[config.mk]
export PLATFORM = sky130hd
export DESIGN_NAME = branch_fwd_scoreboard
export DESIGN_NICKNAME = d
export VERILOG_FILES = /design/src/rtl/branch_fwd_scoreboard.sv
export SDC_FILE = /design/constraint.sdc
export NUM_CORES = 1
export LEC_CHECK = 0
export ABC_AREA = 1
export CORE_UTILIZATION = 56
export CTS_CLUSTER_DIAMETER = 40
export DETAILED_ROUTE_END_ITERATION = 16
export DONT_BUFFER_PORTS = 1
export HOLD_SLACK_MARGIN = 0.1
export PLACE_DENSITY = 0.86
export SYNTH_ARGS = -nofsm -noshare
export SYNTH_HDL_FRONTEND = slang
export SYNTH_SLANG_ARGS = --single-unit
[constraint.sdc]
create_clock -name clk -period 1.4 [get_ports clk]
set_input_delay 0.28 -clock clk [delete_from_list [all_inputs] [get_ports clk]]
set_output_delay 0.28 -clock clk [all_outputs]
set_load 0.03 [all_outputs]
[src/rtl/branch_fwd_scoreboard.sv]
// rtl/branch_fwd_scoreboard.sv - decode-stage branch operand forwarding and hazard scoreboard
// Tracks destination tags of in-flight instructions and picks the youngest producer per branch source.
module branch_fwd_scoreboard #(
  parameter int REG_BITS   = 3,
  parameter int DEPTH      = 2,
  parameter int NSRC       = 2,
  parameter int LOAD_STAGE = 2,
  parameter int CNT_W      = 8,
  localparam int SEL_W     = $clog2(DEPTH + 1)
) (
  input  logic                     clk,
  input  logic                     rst,
  input  logic                     issue_valid,
  input  logic                     issue_wr,
  input  logic                     issue_load,
  input  logic [REG_BITS-1:0]      issue_rd,
  input  logic                     kill,
  input  logic                     freeze,
  input  logic                     cnt_clr,
  input  logic [NSRC-1:0]          src_valid,
  input  logic [NSRC*REG_BITS-1:0] src_reg,
  output logic [NSRC*SEL_W-1:0]    forward,
  output logic                     stall,
  output logic [CNT_W-1:0]         stall_count
);

  // Entry 0 is ID/EX; entry DEPTH is the last stage before writeback.
  logic                entValid [0:DEPTH];
  logic                entWr    [0:DEPTH];
  logic                entLoad  [0:DEPTH];
  logic [REG_BITS-1:0] entRd    [0:DEPTH];

  logic [NSRC-1:0] srcHit;
  logic [NSRC-1:0] srcStall;
  logic            issueAccept;

  always_comb begin
    forward  = '0;
    srcHit   = '0;
    srcStall = '0;
    for (int i = 0; i < NSRC; i++) begin
      for (int k = 0; k <= DEPTH; k++) begin
        if (!srcHit[i] && src_valid[i] && entValid[k] && entWr[k] &&
            entRd[k] == src_reg[i*REG_BITS +: REG_BITS]) begin
          srcHit[i] = 1'b1;
          // Youngest producer wins; a not-yet-ready one stalls instead of forwarding.
          if (k == 0 || (entLoad[k] && k < LOAD_STAGE))
            srcStall[i] = 1'b1;
          else
            forward[i*SEL_W +: SEL_W] = SEL_W'(k);
        end
      end
    end
  end

  assign stall       = |srcStall;
  assign issueAccept = issue_valid & ~stall & ~kill;

  always_ff @(posedge clk or posedge rst) begin
    if (rst) begin
      for (int k = 0; k <= DEPTH; k++) begin
        entValid[k] <= 1'b0;
        entWr[k]    <= 1'b0;
        entLoad[k]  <= 1'b0;
        entRd[k]    <= '0;
      end
    end else if (!freeze) begin
      for (int k = DEPTH; k >= 1; k--) begin
        entValid[k] <= entValid[k-1];
        entWr[k]    <= entWr[k-1];
        entLoad[k]  <= entLoad[k-1];
        entRd[k]    <= entRd[k-1];
      end
      entValid[0] <= issueAccept;
      entWr[0]    <= issue_wr;
      entLoad[0]  <= issue_load;
      entRd[0]    <= issue_rd;
    end
  end

  always_ff @(posedge clk or posedge rst) begin
    if (rst)
      stall_count <= '0;
    else if (cnt_clr)
      stall_count <= '0;
    else if (stall && !freeze && stall_count != {CNT_W{1'b1}})
      stall_count <= stall_count + 1'b1;
  end

endmodule
==> results of run 1 <==
-- final cells by class --
class                   instances  area, sq um  share of cell area [%]
flip-flops and latches         25        628.1                   27.48
repair buffers                 67        584.3                   25.56
well taps                      30        37.54                   1.642
clock buffers                   3        22.52                  0.9852
clock inverters                 1        5.005                  0.2189
multi-input cells             140        910.9                   39.85
inverters                      26        97.59                   4.269
-- sequential cells by signal (all words and copies together) (netlist names) --
name and cells:
entRd 9, stall_count 8, entValid 3, entWr 3
entLoad 2
-- routing by layer --
layer,wire length (um),vias to the layer above,part of all wire (%)
met3,697,47,11
met4,445,0,7.2
met1,2138,839,34
met5,0,-,0
met2,2931,173,47
li1,-,758,-
-- power by group through the flow --
stage          Clock [mW]  Combinational, mW  Sequential (mW)
3_5_place_dp            0              0.291            0.834
5_1_grt             0.389              0.501            0.838
6_report            0.365              0.469            0.835
3_3_place_gp            0              0.274            0.827
2_1_floorplan           0              0.172            0.829
4_1_cts             0.340              0.397            0.820
-- through the flow --
step	hold slack (ns)	setup TNS (ns)	power, mW	utilization [%]
2_1_floorplan	0.3072	-1.406	1.000	-
3_3_place_gp	0.1479	-0.7013	1.102	74.92
3_5_place_dp	0.1510	-1.488	1.125	74.92
4_1_cts	0.1159	-4.049	1.557	87.44
5_1_grt	0.1176	-10.41	1.728	91.44
6_report	0.1375	-8.209	1.669	91.44
-- cells in the final DEF (no fill, tap or decap), drive strengths merged --
master       instances
nand3b               2
o21ai               10
dfrtp               25
clkbuf               3
a21oi                4
a31oi                2
nor2                11
nor4                 1
o2111ai              1
dlygate4sd3          8
o22ai                1
ha                   1
inv                 26
nand2               69
nor3                 1
buf                 59
xnor2                6
clkinv               1
a2111oi              1
xor2                 8
nand3               12
nand4               10
-- worst max path at each step --
stage / startpoint / endpoint / slack, ns
after CTS: entRd[1]$_DFFE_PP0N_ / forward[1] / -0.46
after global routing: entRd[8]$_DFFE_PP0N_ / stall / -0.91
after global placement: stall_count[1]$_DFFE_PP0P_ / stall_count[3]$_DFFE_PP0P_ / -0.08
after floorplan: stall_count[0]$_DFFE_PP0P_ / stall_count[7]$_DFFE_PP0P_ / -0.15
final: entRd[4]$_DFFE_PP0N_ / stall / -0.73
after detailed placement: stall_count[1]$_DFFE_PP0P_ / stall_count[2]$_DFFE_PP0P_ / -0.15
-- what timing repair did --
action	in CTS	in global routing
pin swaps	14	8
endpoints found under the hold margin	23	1
gates resized for setup	29	20
setup endpoints to repair	14	16
gates cloned	0	0
setup buffers	15	5
hold buffers	7	1
-- kinds of logic after synthesis --
logic type                 after synthesis  synth area share (%)
and+or+nand+nor                        106                 32.07
buffers and inverters                   31                 8.418
DFF                                     25                 42.09
AOI/OAI and AO/OA                       19                 8.333
xor gates and xnor gates                14                 8.249
adders and majority gates                1                0.8416
-- worst max-delay path: stages, from the launching register on --
cell     delay [ns]
dfrtp_1        0.46
inv_2          0.08
nand2_2        0.10
nand2_2        0.07
nand2_2        0.10
nor2_4         0.04
a31oi_1        0.29
nand2_2        0.17
buf_12         0.17
==> reports/metrics.cfg, run 1 <==
[die]
core-area_sq_um = 2500
die_w_um = 53.52
die_area_sq_um = 2864
rows = 18
die_h_um = 53.52
initial_utilization_pct = 59.46
io_pins = 32

[route]
vias_per_cell = 6.223
wl_um = 6212
drt-wirelength-per-cell_um = 21.27
ant_nets = 0
drt_iter0_drc = 116
drc = 0
first_pass_iters = 5
via_count = 1817

[power]
ir_drop_v = 0.001130
p_sw_mw = 0.5699
combPwrFrac_pct = 28.1
pwr-share-clk_pct = 21.9
p_leak_nw = 1.170
p_per_area_nw_per_um2 = 730.3
internal_power_mw = 1.099
pwr-share-seq_pct = 50.0
swShare_pct = 34.14

[logic_synthesis]
ys_seq_area_share_pct = 42.09
syn_area_sq_um = 1486
synth-seq-cells = 25
synth_most_common_cell = nand2_1
ys_async_sr_fraction_pct = 100.0
synth_largest_area_cell = dfrtp_1
synth-main-ff-cell = dfrtp_1
syn_nets = 216
synthTopCellsByArea = dfrtp_1, nand2_1, inv_1
ys_types = 30
synth_commonest_cells = nand2_1, dfrtp_1, inv_1, nand3_1, nand4_1
yosysWarnings = 0
synth_top_area_share_pct = 42.09
avgSynthCellArea_sq_um = 7.584
synthCells = 196
synth_edf_count = 0

[clocking]
clk_pin_slew_ns = 0.17
htree_levels = 1
insertion_delay_ns = 0.36
cts_sinks = 25
cts_tree = done
cts_root_buf = clkbuf_4
clockBufferDepth = 2
cts_buffers = 3

[global_route]
use_met1_pct = 48.37
grtUsageMet3_pct = 13.51
grt_usage_pct = 42.45
antenna_found_initial = 0
met2_usage_pct = 68.13
grt_max_degree = 20
grt_pass1_vias = 1718
grt_overflow_total = 0
grt_most_used_layer = met2
grt_pass1_wl_um = 8059

[critical_path]
r2r_setup_slack_ns = -0.67
crit_arrival_ns = 1.85
start_kind = flop
reg2reg_depth = 10
cp-end-kind = output pin
critical_path_class = reg2out
r2r_end = stall_count[5]$_DFFE_PP0P_
worstReg2RegStart = entRd[8]$_DFFE_PP0N_
critPathMaxFanout = 4
crit_required_ns = 1.12

[sta]
rsz0062_at_grt = yes
max_freq_mhz = 470.2
fin_skew_ns = 0.02386
period_needed_ns = 2.127
layout_setup_ws_ns = -0.7267
max_slew.worst_pin.slew_ns = 0.7577
finalCritPeriodShare_pct = 151.9
slew_headroom_pct = 49.32
hold_violations = 0
slew_violations = 0
setup_viol_count_final = 18

[cells_and_area]
nets = 283
fin_cells = 292
diodes = 0
drive_gt1_share_pct = 41.22
fillers = 102
final_cell_area_sq_um = 2286
area_growth_pct = 53.79

[placed_design]
placed_area_sq_um = 1873
dp_hpwl_um = 3076
portBuffers = 0
post-place-ws_ns = -0.1492
gp_congestion = 0.9105
dp.cells = 264

[min_path]
hp-class = in2reg
worstHoldStart = kill
hold_path_depth = 2
worstHoldEndpoint = entValid[2]$_DFFE_PP0N_

[flow_run]
cap_violations = 0

[outcome]
violations = negative setup slack
outcome = finished with violations

(Power assumes the default switching activity.)
==> run 2: changes to the inputs <==
CORE_ASPECT_RATIO = 0.9   (was not set)
==> reports/metrics.cfg, run 2 (same netlist as run 1, synthesis figures left out) <==
[critical_path]
crit_arrival_ns = 1.72  ; -0.13 ns
critical_path_class = reg2out
critPathMaxFanout = 3  ; -1
reg2reg_depth = 10  ; unchanged
r2r_end = stall_count[1]$_DFFE_PP0P_
cp-end-kind = output pin
crit_required_ns = 1.12  ; about the same
r2r_setup_slack_ns = -0.36  ; +0.31 ns
critPathCapture = forward[1]
start_kind = flop
cp-startpoint = entRd[7]$_DFFE_PP0N_
worstReg2RegStart = entRd[7]$_DFFE_PP0N_

[cells_and_area]
final_core_util_pct = 88.08  ; -3.4 points
area_growth_pct = 47.47
final_cell_area_sq_um = 2192  ; -4.1%
drive_gt1_share_pct = 38.49  ; -2.7 points
fillers = 119  ; +17%
diodes = 0  ; unchanged
layout_common_cells = nand2_1, buf_4, dfrtp_1, inv_1, buf_6
top_register = entRd
final_common_cell = nand2_1
fin_cells = 280  ; -4.1%
largest_reg_flops = 9  ; unchanged
reg.largest.list = entRd x9, stall_count x8
nets = 273  ; -3.5%

[die]
rows = 17  ; -1
die_w_um = 56.31  ; +5.2%
core-area_sq_um = 2489  ; -0.45%
io_pins = 32  ; unchanged
initial_utilization_pct = 59.73  ; +0.27 points
die_area_sq_um = 2865  ; about the same
die_h_um = 50.88  ; -4.9%

[clocking]
cts_root_buf = clkbuf_4
clk_pin_slew_ns = 0.15  ; -0.02 ns
cts_buffers = 3  ; unchanged
clockBufferDepth = 2  ; unchanged
cts_tree = done
insertion_delay_ns = 0.34  ; -0.02 ns
cts_sinks = 25  ; unchanged
htree_levels = 1  ; unchanged

[power]
p_per_area_nw_per_um2 = 743.0  ; +1.7%
p_leak_nw = 1.110  ; -5.2%
ir_drop_v = 0.0008780  ; -22%

[sta]
max_slew.worst_pin.slew_ns = 0.7336  ; -0.02406 ns
slew_headroom_pct = 50.93  ; +1.6 points
period_needed_ns = 2.000  ; -0.1266 ns
layout_setup_ws_ns = -0.6001  ; +0.1266 ns
timing.hold.ws_ns = 0.1210  ; -0.01650 ns
slew_violations = 0  ; unchanged
finalCritPeriodShare_pct = 142.9  ; -9.0 points
hold_violations = 0  ; unchanged
final.setup.tns_ns = -5.929  ; +2.280 ns
fin_skew_ns = 0.01584  ; -0.008015 ns
max_freq_mhz = 500.0  ; +6.3%
setup_viol_count_final = 16  ; -2
rsz0062_at_grt = yes

[route]
wl_met1_um = 1905  ; -11%
wl_um = 5170  ; -17%
ant_nets = 0  ; unchanged
drt-wirelength-per-cell_um = 18.46  ; -13%
drt_iter0_drc = 109  ; -6.0%
drc = 0  ; unchanged
via_count = 1659  ; -8.7%
wl_met3_um = 301  ; -57%
vias_per_cell = 5.925  ; -4.8%
highest_layer = met4
wl_met2_um = 2680  ; -8.6%
first_pass_iters = 7  ; +2

[global_route]
grt_usage_pct = 35.10  ; -7.4 points
grt_max_degree = 26  ; +30%
grt_overflow_total = 0  ; unchanged
antenna_found_initial = 0  ; unchanged
grt_pass1_wl_um = 7500  ; -6.9%
grt_pass1_vias = 1634  ; -4.9%

[outcome]
violations = negative setup slack
outcome = finished with violations

[flow_run]
cap_violations = 0  ; unchanged

[placed_design]
placed_area_sq_um = 1826  ; -2.5%
gp_congestion = 0.9433  ; +3.6%
dp.cells = 256  ; -3.0%
portBuffers = 0  ; unchanged
dp_hpwl_um = 2959  ; -3.8%

[min_path]
hp-class = in2reg

[run 2: worst min path at each step]
stage / end / slack [ns] / cells past startpoint / startpoint
5_1_grt: entValid[2]$_DFFE_PP0N_ / 0.13 / 2 / issue_valid
2_1_floorplan: entLoad[1]$_DFFE_PP0N_ / 0.31 / 1 / rst
3_5_place_dp: entValid[2]$_DFFE_PP0N_ / 0.24 / 2 / rst
4_1_cts: entValid[2]$_DFFE_PP0N_ / 0.12 / 2 / issue_valid
6_report: entValid[2]$_DFFE_PP0N_ / 0.12 / 2 / issue_valid
3_3_place_gp: stall_count[2]$_DFFE_PP0P_ / 0.23 / 2 / rst
[run 2: worst max-delay path, stage by stage, from the launching register on]
cell	delay (ns)
dfrtp_1	0.44
buf_4	0.15
xnor2_1	0.12
nand2_1	0.13
nor2_2	0.07
nor2_2	0.15
nand2_2	0.09
nor2_4	0.23
[run 2: area by class of cell]
cell class,instances,area (sq um),share of cell area [%]
flip-flops and latches,25,628.1,28.65
clock inverters,1,5.005,0.2283
inverters,26,97.59,4.452
well taps,28,35.03,1.598
repair buffers,57,499.2,22.77
clock buffers,3,22.52,1.027
multi-input cells,140,904.6,41.27
[run 2: per-layer routing]
layer	global-route usage (%)	up-vias
li1	-	739
met1	41.26	797
met2	64.68	91
met3	6.835	32
met4	11.79	0
met5	0	-
[run 2: what timing repair did]
item                                   in CTS  in global routing
endpoints found under the hold margin      40                  0
buffers inserted                            9                  4
setup endpoints to repair                  14                 16
hold buffers                                7                  0
pin swaps                                   2                  9
gates resized for setup                    20                 25
[run 2: through the flow]
stage                     setup WS, ns  total power [mW]
after floorplan                -0.1503             1.000
after global placement        -0.09865             1.093
after detailed placement       -0.1302             1.113
after CTS                      -0.4678             1.522
after global routing           -0.6449             1.692
final                          -0.6001             1.629
[run 2: where the power goes]
part / leakage (nW) / internal, mW / switching [mW]
Sequential: 0.322 / 0.775 / 0.0539
Combinational: 0.771 / 0.218 / 0.241
Clock: 0.0177 / 0.108 / 0.233
Total: 1.11 / 1.10 / 0.528
==> run 3: changes to the inputs <==
HOLD_SLACK_MARGIN = 0.02   (was 0.1)
SLEW_MARGIN = 5   (was not set)
==> reports/metrics.cfg, run 3 (same netlist as run 1, synthesis figures left out) <==
[route]
via_count = 1520  ; -8.4%
ant_nets = 0  ; unchanged
wl_um = 4359  ; -16%
first_pass_iters = 4  ; -3
vias_per_cell = 5.568  ; -6.0%
drt_iter0_drc = 67  ; -39%
drt-wirelength-per-cell_um = 15.97  ; -14%
drc = 0  ; unchanged

[die]
rows = 17  ; unchanged
die_h_um = 50.88  ; unchanged
die_area_sq_um = 2865  ; unchanged
core-area_sq_um = 2489  ; unchanged
die_w_um = 56.31  ; unchanged
io_pins = 32  ; unchanged
initial_utilization_pct = 59.73  ; unchanged

[sta]
layout_setup_ws_ns = -0.5089  ; +0.09120 ns
finalCritPeriodShare_pct = 136.4  ; -6.5 points
slew_violations = 0  ; unchanged
rsz0062_at_grt = yes
timing.hold.ws_ns = 0.05369  ; -0.06730 ns
final.setup.tns_ns = -4.518  ; +1.412 ns
fin_skew_ns = 0.002864  ; -0.01298 ns
hold_violations = 0  ; unchanged
slew_headroom_pct = 66.92  ; +16 points
setup_viol_count_final = 16  ; unchanged
max_freq_mhz = 523.9  ; +4.8%
max_slew.worst_pin.slew_ns = 0.4956  ; -0.2380 ns
period_needed_ns = 1.909  ; -0.09120 ns

[placed_design]
dp_hpwl_um = 2959  ; unchanged
dp.cells = 256  ; unchanged
portBuffers = 0  ; unchanged
placed_area_sq_um = 1826  ; unchanged
gp_congestion = 0.9433  ; unchanged
post-place-ws_ns = -0.1302  ; unchanged

[cells_and_area]
area_growth_pct = 39.90
final_cell_area_sq_um = 2079  ; -5.1%
layout_common_cells = nand2_1, buf_4, dfrtp_1, inv_1, buf_6
top_register = entRd
fin_cells = 273  ; -2.5%
diodes = 0  ; unchanged
final_core_util_pct = 83.56  ; -4.5 points
reg.largest.list = entRd x9, stall_count x8
drive_gt1_share_pct = 36.33  ; -2.2 points
final_common_cell = nand2_1
nets = 266  ; -2.6%
largest_reg_flops = 9  ; unchanged

[clocking]
insertion_delay_ns = 0.33  ; about the same
cts_sinks = 25  ; unchanged
clk_pin_slew_ns = 0.13  ; -0.02 ns
cts_tree = done
clockBufferDepth = 2  ; unchanged
htree_levels = 1  ; unchanged
cts_root_buf = clkbuf_4
cts_buffers = 3  ; unchanged

[critical_path]
start_kind = flop
cp_common_cell = buf_4
r2r_end = stall_count[1]$_DFFE_PP0P_
crit_required_ns = 1.12  ; about the same
crit_buf_inv = 2  ; +1
critPathMaxFanout = 2  ; -1
worstPathCellList = nand2_1 > buf_4 > a21oi_1 > o2111ai_1 > nor3_2 > buf_4
critical_path_class = reg2out
worstReg2RegStart = entRd[4]$_DFFE_PP0N_
crit_arrival_ns = 1.63  ; -0.09 ns
reg2reg_depth = 9  ; -1
crit_family = flip-flops
crit_slowest_cell = dfrtp_1
cp-end-kind = output pin
critPathMaxStageDelay_ns = 0.40  ; -0.04 ns
r2r_setup_slack_ns = -0.25  ; +0.11 ns

[global_route]
grt_pass1_vias = 1592  ; -2.6%
antenna_found_initial = 0  ; unchanged
grt_max_degree = 26  ; unchanged
grt_pass1_wl_um = 7355  ; -1.9%
grt_usage_pct = 34.21  ; -0.89 points
grt_overflow_total = 0  ; unchanged

[power]
p_per_area_nw_per_um2 = 742.3  ; about the same
p_leak_nw = 1.071  ; -3.5%
internal_power_mw = 1.072  ; -2.6%
combPwrFrac_pct = 25.2  ; -3.0 points
swShare_pct = 30.53  ; -1.9 points
pwr-share-clk_pct = 21.3  ; +0.4 points
p_total_mw = 1.544  ; -5.2%
pwr-share-seq_pct = 53.4  ; +2.5 points
p_sw_mw = 0.4712  ; -11%
ir_drop_v = 0.0009187  ; +4.6%

[flow_run]
cap_violations = 0  ; unchanged

[min_path]
hold_path_depth = 1  ; -1
worstHoldEndpoint = entRd[0]$_DFFE_PP0N_
worstHoldStart = freeze
hp-class = in2reg

[outcome]
outcome = finished with violations
violations = negative setup slack

-- run 3: cell types whose count changed in the layout (fill, tap and decap cells not counted), sizes merged --
cell	delta
buf	-2
dlygate4sd3	-5
-- run 3: layout make-up --
| cell class | count | area [sq um] |
|---|---|---|
| multi-input combinational | 140 | 853.3 |
| inverter | 26 | 97.59 |
| tap | 28 | 35.03 |
| sequential | 25 | 628.1 |
| fill | 136 | 409.1 |
| clock buffer | 3 | 22.52 |
| timing repair buffer | 50 | 437.9 |
| clock inverter | 1 | 5.005 |
-- run 3: layer usage --
layer	share of wire, %	GRT usage (%)	vias up
li1	-	-	727
met1	37	41.76	714
met2	53	63.69	65
met3	7.5	6.582	14
met4	2.1	6.504	0
met5	0	0	-
-- run 3: repair_timing --
action / 4_1_cts / 5_1_grt
resized for setup: 20 / 16
hold buffers: 2 / 0
pin swaps: 2 / 11
endpoints found under the hold margin: 26 / 0
buffers inserted: 9 / 2
endpoints found under the setup margin: 14 / 16
-- run 3: worst max path at each step --
stage | startpoint | end | cells past startpoint
6_report | entValid[0]$_DFFE_PP0N_ | forward[3] | 6
5_1_grt | entValid[0]$_DFFE_PP0N_ | forward[3] | 6
3_5_place_dp | entRd[3]$_DFFE_PP0N_ | forward[3] | 7
2_1_floorplan | stall_count[0]$_DFFE_PP0P_ | stall_count[7]$_DFFE_PP0P_ | 8
3_3_place_gp | entRd[1]$_DFFE_PP0N_ | forward[1] | 4
4_1_cts | entRd[1]$_DFFE_PP0N_ | forward[1] | 4
-- run 3: power by group through the flow --
stage | Clock [mW] | Sequential, mW | Combinational (mW)
after floorplan | 0 | 0.829 | 0.172
after global placement | 0 | 0.828 | 0.264
after detailed placement | 0 | 0.833 | 0.281
after CTS | 0.335 | 0.819 | 0.349
after global routing | 0.367 | 0.832 | 0.425
final | 0.329 | 0.825 | 0.389
